**src/rtl/btn_debounce_multi.sv**
```systemverilog
// rtl/btn_debounce_multi.sv - multi-channel button debouncer with press/release/long-press pulses and LED drive
module btn_debounce_multi #(
  parameter int N_CH        = 4,
  parameter int DB_CYCLES   = 1000000,
  parameter int LONG_CYCLES = 100000000
) (
  input  logic            i_clk,
  input  logic            i_reset_n,
  input  logic [N_CH-1:0] i_btn,
  input  logic [N_CH-1:0] i_mode,
  output logic [N_CH-1:0] o_stable,
  output logic [N_CH-1:0] o_press,
  output logic [N_CH-1:0] o_release,
  output logic [N_CH-1:0] o_long,
  output logic [N_CH-1:0] o_led
);

  localparam int DB_W   = $clog2(DB_CYCLES);
  localparam int LONG_W = $clog2(LONG_CYCLES);

  // Terminal counts; both counters stop here rather than wrapping.
  localparam logic [DB_W-1:0]   DB_LAST   = DB_W'(DB_CYCLES - 1);
  localparam logic [LONG_W-1:0] LONG_LAST = LONG_W'(LONG_CYCLES - 1);

  for (genvar g = 0; g < N_CH; g++) begin : g_ch
    logic              sync1_q, sync1_d;
    logic              sync2_q, sync2_d;
    logic [DB_W-1:0]   db_cnt_q, db_cnt_d;
    logic              stable_q, stable_d;
    logic              press_q, press_d;
    logic              release_q, release_d;
    logic [LONG_W-1:0] long_cnt_q, long_cnt_d;
    logic              long_done_q, long_done_d;
    logic              long_q, long_d;
    logic              led_q, led_d;

    // Synchronizer, debounce acceptance, long-press timing and LED update.
    always_comb begin
      sync1_d     = i_btn[g];
      sync2_d     = sync1_q;

      stable_d    = stable_q;
      db_cnt_d    = db_cnt_q;
      press_d     = 1'b0;
      release_d   = 1'b0;
      if (sync2_q == stable_q) begin
        // Input agrees with the accepted level: any partial count is a glitch.
        db_cnt_d = '0;
      end else if (db_cnt_q == DB_LAST) begin
        stable_d  = sync2_q;
        db_cnt_d  = '0;
        press_d   = sync2_q;
        release_d = ~sync2_q;
      end else begin
        db_cnt_d = db_cnt_q + DB_W'(1);
      end

      long_cnt_d  = long_cnt_q;
      long_done_d = long_done_q;
      long_d      = 1'b0;
      if (press_d) begin
        long_cnt_d  = '0;
        long_done_d = 1'b0;
      end else if (stable_q && !long_done_q) begin
        // The done flag makes the long pulse one-shot and parks the counter.
        if (long_cnt_q == LONG_LAST) begin
          long_d      = 1'b1;
          long_done_d = 1'b1;
        end else begin
          long_cnt_d = long_cnt_q + LONG_W'(1);
        end
      end

      // Momentary mirrors the next debounced level; toggle flips on accepted press.
      if (i_mode[g]) begin
        led_d = stable_d;
      end else begin
        led_d = led_q ^ press_d;
      end
    end

    // Per-channel state registers, cleared asynchronously.
    always_ff @(posedge i_clk or negedge i_reset_n) begin
      if (!i_reset_n) begin
        sync1_q     <= 1'b0;
        sync2_q     <= 1'b0;
        db_cnt_q    <= '0;
        stable_q    <= 1'b0;
        press_q     <= 1'b0;
        release_q   <= 1'b0;
        long_cnt_q  <= '0;
        long_done_q <= 1'b0;
        long_q      <= 1'b0;
        led_q       <= 1'b0;
      end else begin
        sync1_q     <= sync1_d;
        sync2_q     <= sync2_d;
        db_cnt_q    <= db_cnt_d;
        stable_q    <= stable_d;
        press_q     <= press_d;
        release_q   <= release_d;
        long_cnt_q  <= long_cnt_d;
        long_done_q <= long_done_d;
        long_q      <= long_d;
        led_q       <= led_d;
      end
    end

    assign o_stable[g]  = stable_q;
    assign o_press[g]   = press_q;
    assign o_release[g] = release_q;
    assign o_long[g]    = long_q;
    assign o_led[g]     = led_q;
  end

endmodule

```
**config.mk**
```make
export PLATFORM = sky130hd
export DESIGN_NAME = btn_debounce_multi
export DESIGN_NICKNAME = d
export VERILOG_FILES = /design/src/rtl/btn_debounce_multi.sv
export SDC_FILE = /design/constraint.sdc
export NUM_CORES = 1
export LEC_CHECK = 0
export BUFFER_PORTS_ARGS = -buffer_cell sky130_fd_sc_hd__buf_2
export CAP_MARGIN = 20
export CORE_ASPECT_RATIO = 0.9
export CORE_MARGIN = 4
export CORE_UTILIZATION = 68
export DETAILED_ROUTE_END_ITERATION = 16
export MAX_ROUTING_LAYER = met4
export PLACE_DENSITY = 0.91
export SYNTH_ARGS = -nofsm -noshare
export SYNTH_HDL_FRONTEND = slang
export SYNTH_SLANG_ARGS = --single-unit
```
**constraint.sdc**
```tcl
create_clock -name i_clk -period 6.31 [get_ports i_clk]
set_input_delay 1.262 -clock i_clk [delete_from_list [all_inputs] [get_ports i_clk]]
set_output_delay 1.262 -clock i_clk [all_outputs]
set_load 0.1 [all_outputs]
```
Word-level counts from Yosys, hierarchy flattened --
Index checks and enable logic that the tools add are counted. Widths: inputs -> output; s select.
Operators by class: reductions and logical operators 24, bitwise gates (word level) 8, muxes and demuxes 72, add/subtract/negate cells 8, equality and inequality tests 16
Operators by type and width (count):
- $mux 27 | 12
- $mux 20 | 8
- $add 27x1->27 const B | 4
- $eq 27x27->1 const B | 4
- $add 20x1->20 const B | 4
- $eq 20x20->1 const B | 4
- $mux 1 | 52
- $reduce_and 2->1 | 8
- $reduce_bool 2->1 | 8
- $ne 2x2->1 const B | 4
- $eq 1x1->1 | 4
- $logic_and 1x1->1 | 4
- $logic_not 1->1 | 4
- $not 1->1 | 4
- $xor 1x1->1 | 4
Storage, ports and cells: input bits 10, output and inout port bits 20, register bits 220, word-level logic and storage cells 168

Logic depth before layout (Yosys ltp) --
Gate-level depths: netlist (run 1).
depth after elaboration 5, gate-level depth with buffers 8, mapped depth without buffers 6

Worst setup path before layout (run 1) --
Ideal clock, no wire load.
path kind reg2reg, start point register g_ch[2].long_cnt_q[12], end point register g_ch[2].long_cnt_q[4], data arrival time 1.942 ns, setup time 0.079 ns, setup slack 4.289 ns, path buffers 0, required time 6.231 ns, cell stages (with the launch flop) 6, clock period less this slack 2.021 ns, cells stage by stage dfrtp_1 > or4b_1 > nor4_4 > a21oi_2 > nand4_1 > mux2i_1
Between the ends: cells in the longest elaborated chain, start to end 3
Ends and longest elaborated chain:
- start, declared | line 32 | logic [LONG_W-1:0] long_cnt_q, long_cnt_d;
- start signal, assigned | line 102 | long_cnt_q <= long_cnt_d;
- $eq 27x27->1 | line 66 | if (long_cnt_q == LONG_LAST) begin
- $ne 2x2->1 (no line)
- $reduce_and 2->1 (no line)
No other way between the ends. A chain may end at the register's enable or synchronous reset.

Final worst setup path (run 1) --
start point register g_ch[3].stable_q, end point output port o_stable[3]
RTL lines:
- start, declared | line 29 | logic stable_q, stable_d;
- start signal, assigned | line 99 | stable_q <= stable_d;
- end, declared | line 11 | output logic [N_CH-1:0] o_stable,
No word-level cell between the ends.

==> metrics.txt, run 1 <==
hold-critical path depth=0; drt drc=0; setup slack of the most critical reg-to-reg path=3.79 ns; unrepaired setup endpoints after global routing=false; area share of the largest cell type after synthesis=48.8%; worst slew pin tran=0.928 ns; aggregate negative setup slack=0 ns; Routed wire per std cell=16.9 um; launch point of the worst reg-to-reg path=g_ch[0].db_cnt_q[8]$_DFF_PN0_; total of endpoints with negative setup slack in the final report=0; Longest Clk Path Bufs=3; TritonCTS clock tree=yes; highest-delay cell along the critical path=sky130_fd_sc_hd__dfrtp_1; post-detailed-routing wire length=23800 um; clock latency reported for the late side of the worst-skew pair=0.52 ns; worst-case reg-to-reg path depth=5; number of clock sinks seen by CTS=220; synthesized cell area=0.0113 sq mm; Post-Synth XOR/XNOR Area=10.2%; die outline area=0.0187 sq mm; leading area contributor after synthesis=sky130_fd_sc_hd__dfrtp_1; vias in the first global route=8818; met1 track utilization from global routing=35.6%; cell row count=44; Total Nets Final=1198; crit-path max FO=11; post-route minimum period=2.84 ns; Max-cap violations=0; Pwr per Cell Area=239 mW/mm^2; Top Usage Layer GRT=met2; number of synthesized register bits=220; kind of start point of the critical path=flip-flop; fraction of registers with async set or reset after synthesis=100%; number of iterations in the first detailed-routing pass=5; Final Core Density=75.6%; part of the Yosys area used for sequential elements=48.8%; type of the worst min-delay path=flip-flop to flip-flop; Mapped Cells=1176; main combinational cell family by area after synthesis=simple AND/OR/NAND/NOR gates; end of the worst register-to-register path=g_ch[0].long_cnt_q[26]$_DFFE_PN0P_; worst hold slack=0.351 ns; number of buffers added by the clock tree synthesis step=24; clock slew at the register clock pins of the worst setup and hold paths=0.06 ns; Power Total=2.92 mW; DR vias=8820; via/cell ratio=6.28; Final Wtd Congestion=0.878; pin count of the biggest net entering global routing=124; largest stage delay on the critical path=0.55 ns; Post-CTS Repair Setup Buffers=0; EDFF count, synth=0; CTS Root Cell=sky130_fd_sc_hd__clkbuf_16; Top Ports=30; arithmetic-cell share of the synthesized area counting full adders, half adders and majority gates=0.887%; top post-synthesis cells by area=sky130_fd_sc_hd__dfrtp_1, sky130_fd_sc_hd__nor2_1, sky130_fd_sc_hd__xnor2_1; worst endpoint data arrival time=1.58 ns; Resized cells post-CTS=0; initial standard-cell utilization of the core=69.7%; met2 track demand over resource=44.1%; top flop regs=g_ch.long_cnt_q x108, g_ch.db_cnt_q x80; width of the chip=144 um; die boundary height=130 um; buffers added on ports=29; yosys synthesis warning count=0; required time of the critical path=5.05 ns; leakage power summed over all cells=5.41 nW; critical-path cell list=buf_2; GR Layer Usage met3=3.74%; number of DRC markers in iteration 0=684; Avg Synthesized Cell Area=9.59 sq um; global route overflow=0; fraction of the mapped netlist area in simple logic gates=29.9%; WP buf/inv=1; Compound-Gate Fraction of Synth Area=5.36%; max-slew headroom at the worst pin=37.6%; run status=completed; number of hold violations in the final report=0; worst clock skew=0.0172 ns; Unique masters post-synth=60; number of flip-flops in the largest register=108; Max Clk Rate=0.352 GHz; wire length of the first global-routing pass=41000 um; multiplexer area fraction after synthesis=1.36%; total half-perimeter wirelength after legalization and detailed placement=15400 um; ratio of cells with drive above 1 in the final layout=8.51%; Core Region=0.0162 sq mm; fin crit share=45.0%; top_reg_cell synth=sky130_fd_sc_hd__dfrtp_1; overall routing resource usage=27.0%; count of hold buffers inserted by post-cts repair=0; Inserted Diodes=0; type of element capturing the critical path=output pin; maximum ir drop on the vdd rail=0.266 mV; family with the most delay on the worst path=flip-flops; synth-to-layout area growth=8.44%; Hold EP=g_ch[0].sync2_q$_DFF_PN0_; Antenna Nets Post-Route=0; register with the most flip-flops=g_ch.long_cnt_q; number of max-slew violations in the final report=0; min-delay src=g_ch[0].sync1_q$_DFF_PN0_; total nets after synthesis=1194; depth of the CTS H-tree=1; initial antenna violation count=0; classification of the worst setup path=flip-flop to output pin
-- Yosys cell counts, drive strengths merged, types with 8 or more instances --
cell / instances
dfrtp: 220
nor2: 178
nand2: 109
nand3: 82
xnor2: 68
xor2: 64
nand4: 53
nor4: 36
and3: 34
buf: 34
nor3: 28
a21oi: 27
o21ai: 25
clkbuf: 21
or3: 21
and4: 20
inv: 16
or4: 15
mux2i: 12
nand2b: 11
o211ai: 10
nor3b: 9
ha: 8
-- kinds of logic (layout without fill, tap and decap cells) --
| group | after synthesis | after routing |
|---|---|---|
| AND/OR/NAND/NOR | 638 | 638 |
| flip-flops | 220 | 220 |
| XOR/XNOR | 132 | 132 |
| AO/OA/AOI/OAI | 92 | 92 |
| buffers and inverters | 71 | 93 |
| multiplexers | 15 | 15 |
| adder cells (fa/ha/maj) | 8 | 8 |
-- area by class of cell --
| type | instances | area, sq um |
|---|---|---|
| repair buffers | 33 | 185 |
| fillers | 1059 | 3950 |
| clock inverters | 10 | 106 |
| clock buffers | 34 | 719 |
| well taps | 207 | 259 |
| inverters | 16 | 60.1 |
| multi-input cells | 885 | 5400 |
| flip-flops and latches | 220 | 5510 |
-- how the worst max path moves through the flow --
stage / endpoint / slack, ns / start / cells past startpoint
2_1_floorplan: g_ch[2].long_cnt_q[4]$_DFFE_PN0P_ / 4.29 / g_ch[2].long_cnt_q[12]$_DFFE_PN0P_ / 5
3_3_place_gp: g_ch[1].long_cnt_q[10]$_DFFE_PN0P_ / 3.50 / i_reset_n / 2
3_5_place_dp: g_ch[1].long_cnt_q[26]$_DFFE_PN0P_ / 3.47 / i_reset_n / 2
4_1_cts: o_stable[3] / 3.45 / g_ch[3].stable_q$_DFF_PN0_ / 1
5_1_grt: o_stable[3] / 3.41 / g_ch[3].stable_q$_DFF_PN0_ / 1
6_report: o_stable[3] / 3.47 / g_ch[3].stable_q$_DFF_PN0_ / 1
-- per-layer routing --
layer | wire [um] | vias up | share of wire (%)
li1 | - | 4165 | -
met1 | 10400 | 4321 | 44
met2 | 11600 | 263 | 49
met3 | 1090 | 71 | 4.6
met4 | 614 | 0 | 2.6
met5 | 0 | - | 0
-- through the flow --
| step | instances | setup WS (ns) | cell area (sq um) |
|---|---|---|---|
| after floorplan | 1176 | 4.29 | 11300 |
| after global placement | 1360 | 3.50 | 11400 |
| after detailed placement | 1360 | 3.47 | 11400 |
| after CTS | 1404 | 3.45 | 12200 |
| after global routing | 1405 | 3.41 | 12200 |
| final | 1405 | 3.47 | 12200 |
-- where the power goes --
part | internal [mW] | switching, mW | leakage [nW]
clock network | 0.877 | 0.558 | 0.416
registers | 1.42 | 0.0104 | 3.05
logic | 0.0124 | 0.0423 | 1.95
total | 2.31 | 0.610 | 5.41
-- cell usage in the layout, fill, tap and decap left out, drive strengths merged, types with 5 or more instances in the layout --
cell type	netlist	routed
nor2b	5	5
nor3	28	28
nand4	53	53
nor2	178	178
inv	16	17
xnor2	68	68
nor3b	9	9
clkbuf	21	35
o31ai	5	5
o211ai	10	10
o21ai	25	25
and2	7	7
buf	34	32
and3	34	34
and4	20	20
mux2i	12	12
a21oi	27	27
or3	21	21
dfrtp	220	220
nor4	36	36
nand2	109	109
or4b	7	7
nand3	82	82
ha	8	8
xor2	64	64
or4	15	15
nand2b	11	11
clkinv	0	7
Power figures use the tool's default switching activity.
==> run 2, diff against run 1 <==
--- a/config.mk
+++ b/config.mk
@@ -9,10 +9,10 @@
 export CAP_MARGIN = 20
 export CORE_ASPECT_RATIO = 0.9
 export CORE_MARGIN = 4
-export CORE_UTILIZATION = 68
+export CORE_UTILIZATION = 63
 export DETAILED_ROUTE_END_ITERATION = 16
 export MAX_ROUTING_LAYER = met4
-export PLACE_DENSITY = 0.91
+export PLACE_DENSITY = 0.85
 export SYNTH_ARGS = -nofsm -noshare
 export SYNTH_HDL_FRONTEND = slang
 export SYNTH_SLANG_ARGS = --single-unit
==> constraint.sdc (replaced) <==
create_clock -name i_clk -period 2.9 [get_ports i_clk]
set_input_delay 0.58 -clock i_clk [delete_from_list [all_inputs] [get_ports i_clk]]
set_output_delay 0.58 -clock i_clk [all_outputs]
set_load 0.1 [all_outputs]
==> run 2 against run 1 <==
Compared with the run above: critical path depth up 5; clock power rose by 140%; highest routed layer unchanged; worst setup slack got worse by 2.9 ns; wire length fell by 5.0%; hold slack got worse by 0.29 ns; clock-buffer cell count is 6 lower; cell count grew 2.4%; combinational power rose by 130%.
==> metrics.txt, run 2 (synthesis results as in run 1) <==
TritonCTS clock tree=yes; Sequential Area=0.00551 sq mm (unchanged); Total Nets Final=1201 (+0.25%); Resized cells post-CTS=0 (unchanged); family with the most delay on the worst path=simple AND/OR/NAND/NOR gates; initial antenna violation count=0 (unchanged); fin crit share=81.6%; end of the worst register-to-register path=g_ch[2].long_cnt_q[14]$_DFFE_PN0P_; launch point of the critical path=g_ch[2].long_cnt_q[0]$_DFFE_PN0P_; required time of the critical path=3.29 ns (-1.76 ns); top flop regs=g_ch.long_cnt_q x108, g_ch.db_cnt_q x80; portion of total power attributed to the clock network=51.8% (+2.7 points); depth of the CTS H-tree=1 (unchanged); sequential share of power=46.2% (-2.8 points); CTS Root Cell=sky130_fd_sc_hd__clkbuf_16; max-slew headroom at the worst pin=45.3% (+7.7 points); logic depth of the worst path, buffers included=6 (+5); global route overflow=0 (unchanged); Inserted Diodes=0 (unchanged); wire length of the first global-routing pass=39600 um (-3.5%); worst clock skew=0.00497 ns (-0.0123 ns); number of flip-flops in the largest register=108 (unchanged); Max-cap violations=0 (unchanged); internal power summed over all cells=5.39 mW (+130%); number of hold violations in the final report=0 (unchanged); buffers added on ports=29 (unchanged); setup slack of the most critical reg-to-reg path=0.53 ns (-3.26 ns); Antenna Nets Post-Route=0 (unchanged); overall routing resource usage=23.6% (-3.4 points); post-route setup slack=0.533 ns (-2.94 ns); post-route minimum period=2.37 ns; end of the critical path=g_ch[2].long_cnt_q[14]$_DFFE_PN0P_; crit-path max FO=6 (-5); total half-perimeter wirelength after legalization and detailed placement=14800 um (-4.1%); worst slack after detailed placement=0.540 ns (-2.93 ns); classification of the worst setup path=flip-flop to flip-flop; die boundary height=135 um (+3.7%); ratio of cells with drive above 1 in the final layout=8.76% (+0.24 points); register with the most flip-flops=g_ch.long_cnt_q; type of element capturing the critical path=flip-flop; WP buf/inv=0 (-1); kind of start point of the critical path=flip-flop; largest stage delay on the critical path=0.80 ns (+0.25 ns); cell row count=46 (+4.5%); die outline area=0.0201 sq mm (+7.5%); Core Region=0.0176 sq mm (+8.8%); count of hold buffers inserted by post-cts repair=0 (unchanged); leakage power summed over all cells=5.47 nW (+1.1%); Pwr per Cell Area=541 mW/mm^2 (+130%); drt drc=0 (unchanged); number of max-slew violations in the final report=0 (unchanged); initial standard-cell utilization of the core=64.0% (-5.6 points); clock slew at the register clock pins of the worst setup and hold paths=0.06 ns (about the same); most used cells in the layout excluding fill and tap cells=sky130_fd_sc_hd__dfrtp_1, sky130_fd_sc_hd__nor2_1, sky130_fd_sc_hd__nand2_1, sky130_fd_sc_hd__nand3_1, sky130_fd_sc_hd__xnor2_1; most common cell after layout, fill and taps aside=sky130_fd_sc_hd__dfrtp_1; footprint of the multi-input gates=0.00540 sq mm (unchanged); Post-CTS Repair Setup Buffers=0 (unchanged); Final Wtd Congestion=0.959 (+9.3%); width of the chip=149 um (+3.7%); relative contribution of combinational cells to total power=1.9% (about the same); maximum ir drop on the vdd rail=0.461 mV (+73%); power spent charging and discharging nets=1.34 mW (+120%); Power Total=6.72 mW (+130%); pin count of the biggest net entering global routing=87 (-30%); switching part of the total power=19.9% (-1.0 points); Top Ports=30 (unchanged); via/cell ratio=6.07 (-3.3%); worst-case reg-to-reg path depth=6 (+1); critical-path cell list=ha_1 -> nand4_1 -> nor4_1 -> nand3_1 -> xor2_1 -> nor2_1; Fillers=1355 (+28%); type of the worst min-delay path=input port to async pin; clock latency reported for the late side of the worst-skew pair=0.50 ns (-0.02 ns); total of endpoints with negative setup slack in the final report=0 (unchanged); number of buffers added by the clock tree synthesis step=23 (-4.2%); DR vias=8734 (-0.98%); highest-delay cell along the critical path=sky130_fd_sc_hd__nor4_1; worst endpoint data arrival time=2.76 ns (+1.18 ns); launch point of the worst reg-to-reg path=g_ch[2].long_cnt_q[0]$_DFFE_PN0P_; Max Clk Rate=0.422 GHz; run status=completed; worst slew pin tran=0.813 ns (-0.115 ns); Longest Clk Path Bufs=3 (unchanged); aggregate negative setup slack=0 ns (unchanged); number of iterations in the first detailed-routing pass=6 (+1); number of clock sinks seen by CTS=220 (unchanged); post-detailed-routing wire length=22600 um (-5.0%); synth-to-layout area growth=10.1%; vias in the first global route=8343 (-5.4%); unrepaired setup endpoints after global routing=false; Routed wire per std cell=15.7 um (-7.2%); number of DRC markers in iteration 0=463 (-32%)
run 2: power groups by stage:
stage | Clock (mW) | Combinational (mW) | Sequential, mW
after detailed placement | 0 | 0.133 | 3.17
final | 3.49 | 0.128 | 3.11
after global routing | 3.68 | 0.152 | 3.11
after CTS | 3.56 | 0.134 | 3.11
after floorplan | 0 | 0.0497 | 3.16
after global placement | 0 | 0.130 | 3.17
run 2: metal layers:
| layer | GRT usage (%) | share of wire [%] | wire length (um) |
|---|---|---|---|
| met2 | 36.6 | 47 | 10600 |
| met1 | 33.3 | 46 | 10500 |
| met3 | 3.46 | 4.5 | 1010 |
| met5 | - | 0 | 0 |
| met4 | 5.85 | 2.1 | 480 |
run 2: worst min path at each step:
| stage | start | end | cells after the start |
|---|---|---|---|
| floorplan | i_reset_n | g_ch[0].db_cnt_q[0]$_DFF_PN0_ | 0 |
| global placement | g_ch[3].sync1_q$_DFF_PN0_ | g_ch[3].sync2_q$_DFF_PN0_ | 0 |
| detailed placement | g_ch[0].sync1_q$_DFF_PN0_ | g_ch[0].sync2_q$_DFF_PN0_ | 0 |
| CTS | i_reset_n | g_ch[2].db_cnt_q[18]$_DFF_PN0_ | 1 |
| global route | i_reset_n | g_ch[2].db_cnt_q[18]$_DFF_PN0_ | 1 |
| finish | i_reset_n | g_ch[2].db_cnt_q[18]$_DFF_PN0_ | 1 |
run 2: final cells by class:
cell class                      count  share of cell area, %
Timing Repair Buffer               37                   2.04
Sequential cell                   220                   44.3
Tap cell                          240                   2.42
Clock buffer                       28                   5.11
Multi-Input combinational cell    885                   43.5
Clock inverter                     13                   2.18
Inverter                           16                  0.484
run 2: stage by stage:
stage / hold WS (ns) / utilization, % / instance area, sq um / instances
6_report: 0.0648 / 70.5 / 12400 / 1439
5_1_grt: 0.116 / 70.5 / 12400 / 1439
4_1_cts: 0.0913 / 70.5 / 12400 / 1439
3_5_place_dp: 0.335 / 65.4 / 11500 / 1398
3_3_place_gp: 0.332 / 65.4 / 11500 / 1398
2_1_floorplan: 0.284 / - / 11300 / 1176
==> run 3, diff against run 2 <==
--- a/config.mk
+++ b/config.mk
@@ -9,10 +9,10 @@
 export CAP_MARGIN = 20
 export CORE_ASPECT_RATIO = 0.9
 export CORE_MARGIN = 4
-export CORE_UTILIZATION = 63
+export CORE_UTILIZATION = 57
 export DETAILED_ROUTE_END_ITERATION = 16
 export MAX_ROUTING_LAYER = met4
-export PLACE_DENSITY = 0.85
+export PLACE_DENSITY = 0.82
 export SYNTH_ARGS = -nofsm -noshare
 export SYNTH_HDL_FRONTEND = slang
 export SYNTH_SLANG_ARGS = --single-unit
==> constraint.sdc (replaced) <==
create_clock -name i_clk -period 1.98 [get_ports i_clk]
set_input_delay 0.396 -clock i_clk [delete_from_list [all_inputs] [get_ports i_clk]]
set_output_delay 0.396 -clock i_clk [all_outputs]
set_load 0.1 [all_outputs]
==> run 3 against run 2 <==
Compared with the run above: clock power is 33% higher; sequential power grew 46%; first-iteration DRC count rose by 36%; combinational power up 80%; non-clock buffer count is 104 higher; via count is 4.2% higher; utilization fell by 0.96 points; fmax up 21%; final area is 8.3% higher; total power grew 40%.
==> metrics.txt, run 3 (synthesis results as in run 1) <==
Inserted Diodes=0 (unchanged); most used cells in the layout excluding fill and tap cells=sky130_fd_sc_hd__dfrtp_1, sky130_fd_sc_hd__nor2_1, sky130_fd_sc_hd__nand2_1, sky130_fd_sc_hd__buf_4, sky130_fd_sc_hd__nand3_1; post-detailed-routing wire length=24100 um (+6.8%); synth-to-layout area growth=19.3%; type of the worst min-delay path=input port to flip-flop; number of DRC markers in iteration 0=631 (+36%); footprint of the multi-input gates=0.00563 sq mm (+4.4%); drt drc=0 (unchanged); most common cell after layout, fill and taps aside=sky130_fd_sc_hd__dfrtp_1; TritonCTS clock tree=yes; DR vias=9097 (+4.2%); Final Core Density=69.6% (-0.96 points); critical-path cell list=nand3_2 -> or4_4 -> nor4_1 -> xnor2_1 -> nor2_1; cell row count=48 (+4.3%); unrepaired setup endpoints after global routing=true; power spent charging and discharging nets=1.94 mW (+45%); die outline area=0.0221 sq mm (+9.9%); number of max-slew violations in the final report=0 (unchanged); leakage power summed over all cells=6.02 nW (+10%); run status=completed; pin count of the biggest net entering global routing=57 (-34%); internal power summed over all cells=7.49 mW (+39%); Longest Clk Path Bufs=3 (unchanged); Top Ports=30 (unchanged); Sequential Area=0.00551 sq mm (about the same); number of clock sinks seen by CTS=220 (unchanged); ratio of cells with drive above 1 in the final layout=17.6% (+8.8 points); worst slew pin tran=0.602 ns (-0.211 ns); total half-perimeter wirelength after legalization and detailed placement=16300 um (+10%); required time of the critical path=2.38 ns (-0.91 ns); width of the chip=156 um (+4.9%); initial antenna violation count=0 (unchanged); highest-delay cell along the critical path=sky130_fd_sc_hd__or4_4; initial standard-cell utilization of the core=58.3% (-5.7 points); depth of the CTS H-tree=1 (unchanged); classification of the worst setup path=flip-flop to flip-flop; clock slew at the register clock pins of the worst setup and hold paths=0.06 ns (about the same); sequential share of power=48.3% (+2.1 points); global route overflow=0 (unchanged); Core Region=0.0193 sq mm (+9.8%); Max-cap violations=0 (unchanged); relative contribution of combinational cells to total power=2.5% (+0.6 points); number of iterations in the first detailed-routing pass=5 (-1); number of hold violations in the final report=0 (unchanged); buffers added on ports=29 (unchanged); kind of start point of the critical path=flip-flop; CTS Root Cell=sky130_fd_sc_hd__clkbuf_16; largest stage delay on the critical path=0.68 ns (-0.12 ns); Final Wtd Congestion=0.891 (-7.1%); fin crit share=98.8% (+17 points); Routed wire per std cell=15.5 um (-1.3%); Max Clk Rate=0.511 GHz (+21%); register with the most flip-flops=g_ch.long_cnt_q; switching part of the total power=20.5% (+0.62 points); maximum ir drop on the vdd rail=0.574 mV (+24%); Antenna Nets Post-Route=0 (unchanged); finished layout cell area=0.0135 sq mm (+8.3%); vias in the first global route=8844 (+6.0%); portion of total power attributed to the clock network=49.3% (-2.5 points); wire length of the first global-routing pass=40900 um (+3.3%); total of endpoints with negative setup slack in the final report=0 (unchanged); aggregate negative setup slack=0 ns (unchanged); number of flip-flops in the largest register=108 (unchanged); max-slew headroom at the worst pin=59.5% (+14 points); placed cell count=1505 (+7.7%); top flop regs=g_ch.long_cnt_q x108, g_ch.db_cnt_q x80; post-route minimum period=1.96 ns (-0.410 ns); worst hold slack=0.225 ns (+0.160 ns); worst endpoint data arrival time=2.36 ns (-0.40 ns); crit-path max FO=11 (+5); number of buffers added by the clock tree synthesis step=24 (+4.3%); WP buf/inv=0 (unchanged); worst clock skew=0.00915 ns (+0.00418 ns); Total Nets Final=1307 (+8.8%); family with the most delay on the worst path=simple AND/OR/NAND/NOR gates; number of cells in the finished layout apart from fillers=1557 (+8.2%); die boundary height=141 um (+4.8%); type of element capturing the critical path=flip-flop; standard cell area after detailed placement=0.0123 sq mm (+7.1%); overall routing resource usage=22.2% (-1.4 points); Pwr per Cell Area=701 mW/mm^2 (+29%); clock latency reported for the late side of the worst-skew pair=0.51 ns (about the same); via/cell ratio=5.84 (-3.7%); Fillers=1388 (+2.4%)
==> run 3: cell count changes in the layout (fill, tap and decap cells not counted), sizes merged <==
cell         before  now
buf              37  136
bufinv            8    3
dlygate4sd3       0    5
or2               4    5
clkbuf           28   37
clkinvlp          2    1
==> run 3: worst min-delay path: cells and delay by family <==
kind                   cells  cell delay [ns]
AO/OA/AOI/OAI              2             0.18
buffers and inverters      1             0.11
==> run 3: timing repair <==
item / in CTS / in global routing
resized for setup: 1 / 38
pin swaps: 1 / 13
buffers inserted: 0 / 2
hold buffers: 5 / 0
endpoints found under the hold margin: 53 / 0
cloned: 0 / 1
setup endpoints to repair: 1 / 96
==> run 3: metal layers <==
layer / up-vias / track usage [%] / routed length (um) / part of all wire, %
li1: 4374 / - / - / -
met1: 4481 / 29.9 / 10800 / 45
met2: 196 / 35.9 / 11800 / 49
met3: 46 / 3.20 / 1040 / 4.3
met4: 0 / 5.62 / 519 / 2.2
met5: - / - / 0 / 0
==> run 3: layout make-up <==
type	instances	share of cell area, %
Timing Repair Buffer	141	8.23
Sequential cell	220	40.9
Tap cell	250	2.33
Clock buffer	37	5.36
Inverter	16	0.446
Clock inverter	7	0.837
Multi-Input combinational cell	886	41.9
==> run 3: final timing paths <==
kind | cells past startpoint | slack (ns) | endpoint | startpoint
worst min-delay path | 3 | 0.23 | g_ch[0].led_q$_DFF_PN0_ | i_mode[0]
worst max register to register | 5 | 0.02 | g_ch[2].long_cnt_q[21]$_DFFE_PN0P_ | g_ch[2].long_cnt_q[6]$_DFFE_PN0P_
min in group asynchronous | 2 | 0.40 | g_ch[2].db_cnt_q[14]$_DFF_PN0_ | i_reset_n
worst max-delay path | 5 | 0.02 | g_ch[2].long_cnt_q[21]$_DFFE_PN0P_ | g_ch[2].long_cnt_q[6]$_DFFE_PN0P_
max in group asynchronous | 3 | 0.94 | g_ch[3].db_cnt_q[5]$_DFF_PN0_ | i_reset_n
worst min register to register | 0 | 0.34 | g_ch[0].sync2_q$_DFF_PN0_ | g_ch[0].sync1_q$_DFF_PN0_
==> run 3: metrics by stage <==
| stage | setup WS [ns] | power, mW |
|---|---|---|
| floorplan | 0.0155 | 4.70 |
| global placement | 0.0391 | 4.85 |
| detailed placement | -0.0185 | 4.86 |
| CTS | 0.00777 | 9.53 |
| global route | -0.0474 | 9.74 |
| finish | 0.0234 | 9.43 |
==> run 3: power groups by stage <==
stage / clock (mW) / sequential, mW / combinational, mW
global route: 4.91 / 4.56 / 0.267
floorplan: 0 / 4.63 / 0.0752
global placement: 0 / 4.63 / 0.220
detailed placement: 0 / 4.63 / 0.228
finish: 4.64 / 4.55 / 0.231
CTS: 4.74 / 4.55 / 0.236
